--- config.mk ---
export PLATFORM = sky130hd
export DESIGN_NAME = piso_serializer_flat
export DESIGN_NICKNAME = d
export VERILOG_FILES = /design/src/rtl/piso_pkg.sv /design/src/rtl/piso_serializer_if.sv /design/src/rtl/piso_hold_buf.sv /design/src/rtl/piso_serializer.sv /design/src/flat_wrapper.sv
export SDC_FILE = /design/constraint.sdc
export NUM_CORES = 1
export LEC_CHECK = 0
export BUFFER_PORTS_ARGS = -buffer_cell sky130_fd_sc_hd__buf_4
export CAP_MARGIN = 20
export CORE_AREA = 2 2 39 41
export DETAILED_ROUTE_END_ITERATION = 7
export DIE_AREA = 0 0 41 43
export GPL_TIMING_DRIVEN = 0
export REMOVE_ABC_BUFFERS = 1
export SLEW_MARGIN = 40
export SYNTH_ARGS = -nofsm -noshare
export SYNTH_HDL_FRONTEND = slang
export SYNTH_SLANG_ARGS = --single-unit
--- constraint.sdc ---
create_clock -name clk -period 3.4 [get_ports clk]
set_clock_uncertainty 0.1 [all_clocks]
set_input_delay 0.68 -clock clk [delete_from_list [all_inputs] [get_ports clk]]
set_output_delay 0.68 -clock clk [all_outputs]
set_load 0.02 [all_outputs]
--- src/rtl/piso_pkg.sv ---
// ============================================================================
//  piso_pkg : shared types and helpers for the PISO serializer
//  Rev 1.0  : initial release
// ============================================================================
`default_nettype none

package piso_pkg;

  typedef enum logic [0:0] {
    IDLE  = 1'b0,
    SHIFT = 1'b1
  } state_e;

  function automatic int cnt_width(input int width);
    return $clog2(width);
  endfunction

endpackage

`default_nettype wire

--- src/rtl/piso_serializer_if.sv ---
// ============================================================================
//  piso_serializer_if : parallel-word handshake plus framed serial output
//  Rev 1.0  : initial release
// ============================================================================
`default_nettype none

interface piso_serializer_if #(
  parameter int WIDTH = 4
);

  logic [WIDTH-1:0] in_data;
  logic             in_valid;
  logic             in_ready;
  logic             ser_out;
  logic             ser_valid;
  logic             ser_first;
  logic             ser_last;
  logic             busy;

  modport master (
    output in_data, in_valid,
    input  in_ready, ser_out, ser_valid, ser_first, ser_last, busy
  );

  modport slave (
    input  in_data, in_valid,
    output in_ready, ser_out, ser_valid, ser_first, ser_last, busy
  );

endinterface

`default_nettype wire

--- src/rtl/piso_hold_buf.sv ---
// ============================================================================
//  piso_hold_buf : one-entry word buffer with full flag, load and take controls
//  Rev 1.0  : initial release
// ============================================================================
`default_nettype none

module piso_hold_buf #(
  parameter int WIDTH = 4
) (
  input  wire logic             clk,
  input  wire logic             rst,
  input  wire logic             load,
  input  wire logic             take,
  input  wire logic [WIDTH-1:0] din,
  output logic      [WIDTH-1:0] dout,
  output logic                  full
);

  logic [WIDTH-1:0] r_data;
  logic             r_full;

  // load only happens while empty and take only while full, so they never collide
  always_ff @(posedge clk) begin
    if (rst) begin
      r_data <= '0;
      r_full <= 1'b0;
    end else if (load) begin
      r_data <= din;
      r_full <= 1'b1;
    end else if (take) begin
      r_full <= 1'b0;
    end
  end

  assign dout = r_data;
  assign full = r_full;

endmodule

`default_nettype wire

--- src/rtl/piso_serializer.sv ---
// ============================================================================
//  piso_serializer : valid/ready word in, framed bit-serial stream out
//  Rev 1.0  : initial release
// ============================================================================
`default_nettype none

module piso_serializer
  import piso_pkg::*;
#(
  parameter int WIDTH     = 4,
  parameter bit MSB_FIRST = 1'b1
) (
  input wire logic          clk,
  input wire logic          rst,
  piso_serializer_if.slave  bus
);

  localparam int              CW         = cnt_width(WIDTH);
  localparam logic [0:0]      S_IDLE     = IDLE;
  localparam logic [0:0]      S_SHIFT    = SHIFT;
  localparam logic [CW-1:0]   C_LAST_CNT = CW'(WIDTH - 1);

  logic [0:0]       r_state;
  logic [WIDTH-1:0] r_shift;
  logic [CW-1:0]    r_cnt;

  logic             w_hold_full;
  logic [WIDTH-1:0] w_hold_data;
  logic             w_in_ready;
  logic             w_accept;
  logic             w_free;
  logic             w_take;
  logic             w_load_hold;
  logic             w_ser_valid;
  logic             w_bit;

  assign w_in_ready  = !w_hold_full && !rst;
  assign w_accept    = bus.in_valid && w_in_ready;
  assign w_free      = (r_state == S_IDLE) || (r_cnt == C_LAST_CNT);
  assign w_take      = w_free && w_hold_full;
  // a word arriving while the shifter frees with an empty hold bypasses the buffer
  assign w_load_hold = w_accept && !w_free;

  piso_hold_buf #(
    .WIDTH (WIDTH)
  ) u_hold (
    .clk  (clk),
    .rst  (rst),
    .load (w_load_hold),
    .take (w_take),
    .din  (bus.in_data),
    .dout (w_hold_data),
    .full (w_hold_full)
  );

  always_ff @(posedge clk) begin
    if (rst) begin
      r_state <= S_IDLE;
      r_shift <= '0;
      r_cnt   <= '0;
    end else if (w_free) begin
      r_cnt <= '0;
      if (w_hold_full) begin
        r_shift <= w_hold_data;
        r_state <= S_SHIFT;
      end else if (w_accept) begin
        r_shift <= bus.in_data;
        r_state <= S_SHIFT;
      end else begin
        r_shift <= '0;
        r_state <= S_IDLE;
      end
    end else begin
      r_cnt   <= r_cnt + 1'b1;
      r_shift <= MSB_FIRST ? {r_shift[WIDTH-2:0], 1'b0} : {1'b0, r_shift[WIDTH-1:1]};
    end
  end

  assign w_ser_valid   = (r_state == S_SHIFT);
  assign w_bit         = MSB_FIRST ? r_shift[WIDTH-1] : r_shift[0];

  assign bus.in_ready  = w_in_ready;
  assign bus.ser_valid = w_ser_valid;
  assign bus.ser_out   = w_ser_valid && w_bit;
  assign bus.ser_first = w_ser_valid && (r_cnt == '0);
  assign bus.ser_last  = w_ser_valid && (r_cnt == C_LAST_CNT);
  assign bus.busy      = w_ser_valid || w_hold_full;

endmodule

`default_nettype wire

--- src/flat_wrapper.sv ---
// flat-port wrapper written by rule: the top's interface ports become plain ports
module piso_serializer_flat import piso_pkg::*;
#(
  parameter int WIDTH     = 4,
  parameter bit MSB_FIRST = 1'b1
)
  (clk, rst, bus_in_data, bus_in_valid, bus_in_ready, bus_ser_out, bus_ser_valid, bus_ser_first, bus_ser_last, bus_busy);
  piso_serializer_if #(.WIDTH(WIDTH)) bus_i ();
  input wire logic clk;
  input wire logic rst;
  input wire logic [$bits(bus_i.in_data)-1:0] bus_in_data;
  input wire logic [$bits(bus_i.in_valid)-1:0] bus_in_valid;
  output wire logic [$bits(bus_i.in_ready)-1:0] bus_in_ready;
  output wire logic [$bits(bus_i.ser_out)-1:0] bus_ser_out;
  output wire logic [$bits(bus_i.ser_valid)-1:0] bus_ser_valid;
  output wire logic [$bits(bus_i.ser_first)-1:0] bus_ser_first;
  output wire logic [$bits(bus_i.ser_last)-1:0] bus_ser_last;
  output wire logic [$bits(bus_i.busy)-1:0] bus_busy;
  assign bus_i.in_data = bus_in_data;
  assign bus_i.in_valid = bus_in_valid;
  assign bus_in_ready = bus_i.in_ready;
  assign bus_ser_out = bus_i.ser_out;
  assign bus_ser_valid = bus_i.ser_valid;
  assign bus_ser_first = bus_i.ser_first;
  assign bus_ser_last = bus_i.ser_last;
  assign bus_busy = bus_i.busy;
  piso_serializer #(.WIDTH(WIDTH), .MSB_FIRST(MSB_FIRST)) u_core (.clk(clk), .rst(rst), .bus(bus_i));
endmodule
==> impl_metrics.yaml <==
drt:
  drc: 0
  ant_nets: 0
  avgViaCountPerCell: 5.55
  wire_per_inst_um: 11.2
  vias: 477
  dr.pass1.iters: 4
  routed_wl_um: 959
  first_iter_violations: 11
global_route:
  grt_use_met2_pct: 16.6
  antenna_found_initial: 0
  grt_pass1_vias: 366
  grt_use_total_pct: 13.3
  grt_util_met3_pct: 3.14
  grt_first_pass_wirelength_um: 1530
  busiest_layer: "met1"
  grt_max_degree: 16
  grt.overflow.total: 0
  grt_use_met1_pct: 18.1
logic_synthesis:
  syn_area_per_cell_um2: 9.06
  synth_xor_area_share_pct: 0
  synth_mux_area_share_pct: 0
  synth-simple-area-share_pct: 28.6
  synth_adder_area_share_pct: 4.76
  ys_warn_count: 0
  synth_top_family_by_area: "simple AND/OR/NAND/NOR gates"
  syn_area_um2: 526
  synth_cell_types: 22
  synth_compound_area_share_pct: 15.0
  ys_ff_latch: 12
  seq_area_frac_synth_pct: 45.7
  synth_cells: 58
place:
  place_inst: 82
  dp_hpwl_um: 667
  place.gp.congestion: 0.654
  dpl_worst_slack_ns: 1.52
  numPortBuffers: 12
timing:
  setup_slack_ns: 1.45
  drv_slew: 0
  setup_violations: 0
  slew_headroom_pct: 64.3
  holdWs_ns: 0.357
  max_freq_ghz: 0.512
  period_needed_ns: 1.95
  tns_ns: 0
  final.period_utilization_pct: 57.4
  rsz0062_at_grt: "false"
  worst_pin_slew_ns: 0.534
  hold_viol_final: 0
setup_path:
  worstRegToRegCells: 4
  crit_fanout: 10
  cp-end-kind: "primary output"
  critical_path_class: "reg -> out"
  arrival_ns: 1.17
  critPathLaunchType: "flip-flop"
  cp_data_required_time_ns: 2.62
  r2r_slack_ns: 1.97
  worstReg2RegStart: "u_core.r_cnt[0]"
  worst_r2r_endpoint: "u_core.r_shift[1]"
worst_hold_path:
  whs_endpoint: "u_core.r_cnt[0]"
  hp-class: "reg -> reg"
  hp-start: "u_core.r_cnt[0]"
  whs_path_depth: 1
clock_network:
  holdBufCountCts: 0
  post_cts_buffers: 0
  numClockSinks: 12
  cts_resized: 0
  clock_tree.buffer_depth: 2
  cts_max_level: 1
  numCtsBuffers: 3
  cts_tree: "yes"
  cts_root_buffer: "clkbuf_4"
  worstSkewPairLatency_ns: 0.27
  clkSlewWorstSetupHoldPaths_ns: 0.07
flow_run:
  cap_violations: 0
final_layout:
  drive_gt1_share_pct: 27.1
  fin_cells: 86
  syn_to_final_growth_pct: 23.3
  n_antenna_cell: 0
  final_cell_mix: "12 x buf_4, 12 x dfxtp_1, 5 x nor2_1, 5 x a21oi_1, 5 x nor3_1"
  nets: 80
  postLayoutCoreUtil_pct: 46.8
floorplanning:
  num_rows: 14
  io_pins: 13
  fp.coreArea_um2: 1380
  die-area_um2: 1760
  die_y_um: 43
  initial_utilization_pct: 38.0
  die_x_um: 41
outcome:
  status: "finished clean"
power_and_ir_drop:
  power_density_nw_per_um2: 476
  p_leak_nw: 0.262
  ir_worst_vdd_v: 0.000185
-- cell usage after synthesis (all sizes together) --
library cell  count  area (µm²)
clkbuf            2        7.51
ha                2        25.0
nor2b             1        6.26
a21oi             5        25.0
nand3b            1        7.51
or2               1        6.26
o21ai             4        20.0
or3b              1        11.3
nand3             4        20.0
dfxtp            12         240
nor2              5        18.8
buf               2        16.3
inv               2        7.51
nor3              5        25.0
nand2b            1        6.26
a221oi            3        26.3
and2              3        18.8
a211oi            1        7.51
nand2             1        3.75
nor3b             2        26.3
-- critical path, stage by stage, from the launching register on --
cell,delay [ns]
dfxtp_1,0.42
or2_2,0.33
buf_4,0.16
-- metal layers --
| metal | vias up | routed length [µm] |
|---|---|---|
| li1 | 228 | - |
| met1 | 226 | 414 |
| met2 | 21 | 435 |
| met3 | 2 | 90 |
| met4 | 0 | 19 |
| met5 | - | 0 |
-- final cells by class --
cell class	count	area, µm²
fillers	146	736
multi-input cells	40	254
flip-flops and latches	12	240
repair buffers	12	90.1
clock buffers	4	36.3
well taps	16	20.0
inverters	2	7.51
-- worst max-delay path by stage --
stage	startpoint	cells past startpoint	slack (ns)	endpoint
6_report	u_core.u_hold.full	2	1.45	bus_busy
5_1_grt	u_core.u_hold.full	2	1.39	bus_busy
4_1_cts	u_core.u_hold.full	2	1.44	bus_busy
3_5_place_dp	rst	3	1.52	bus_in_ready
3_3_place_gp	rst	3	1.52	bus_in_ready
2_1_floorplan	rst	1	1.66	bus_in_ready
-- kinds of logic after synthesis --
kind of cell	Yosys count
adder cells (fa/ha/maj)	2
AO/OA/AOI/OAI	13
flip-flops	12
AND/OR/NAND/NOR	25
buffers and inverters	6
-- per-stage QoR --
stage          instance area (µm²)  power [mW]
2_1_floorplan                  502       0.180
3_3_place_gp                   612       0.200
3_5_place_dp                   612       0.201
4_1_cts                        648       0.311
5_1_grt                        648       0.323
6_report                       648       0.308
-- power breakdown --
group	internal (mW)	total, mW	switching [mW]
Combinational	0.0206	0.0450	0.0243
Sequential	0.147	0.152	0.00476
Clock	0.0650	0.111	0.0462
Total	0.233	0.308	0.0753
-- flip-flops by register name, indices dropped and copies added (netlist names) --
| signal | flops |
|---|---|
| u_core.r_shift | 4 |
| u_core.u_hold.dout | 4 |
| u_core.r_cnt | 2 |
| u_core.bus.ser_valid | 1 |
| u_core.u_hold.full | 1 |
Note: power is estimated with default switching activity, not from simulation.
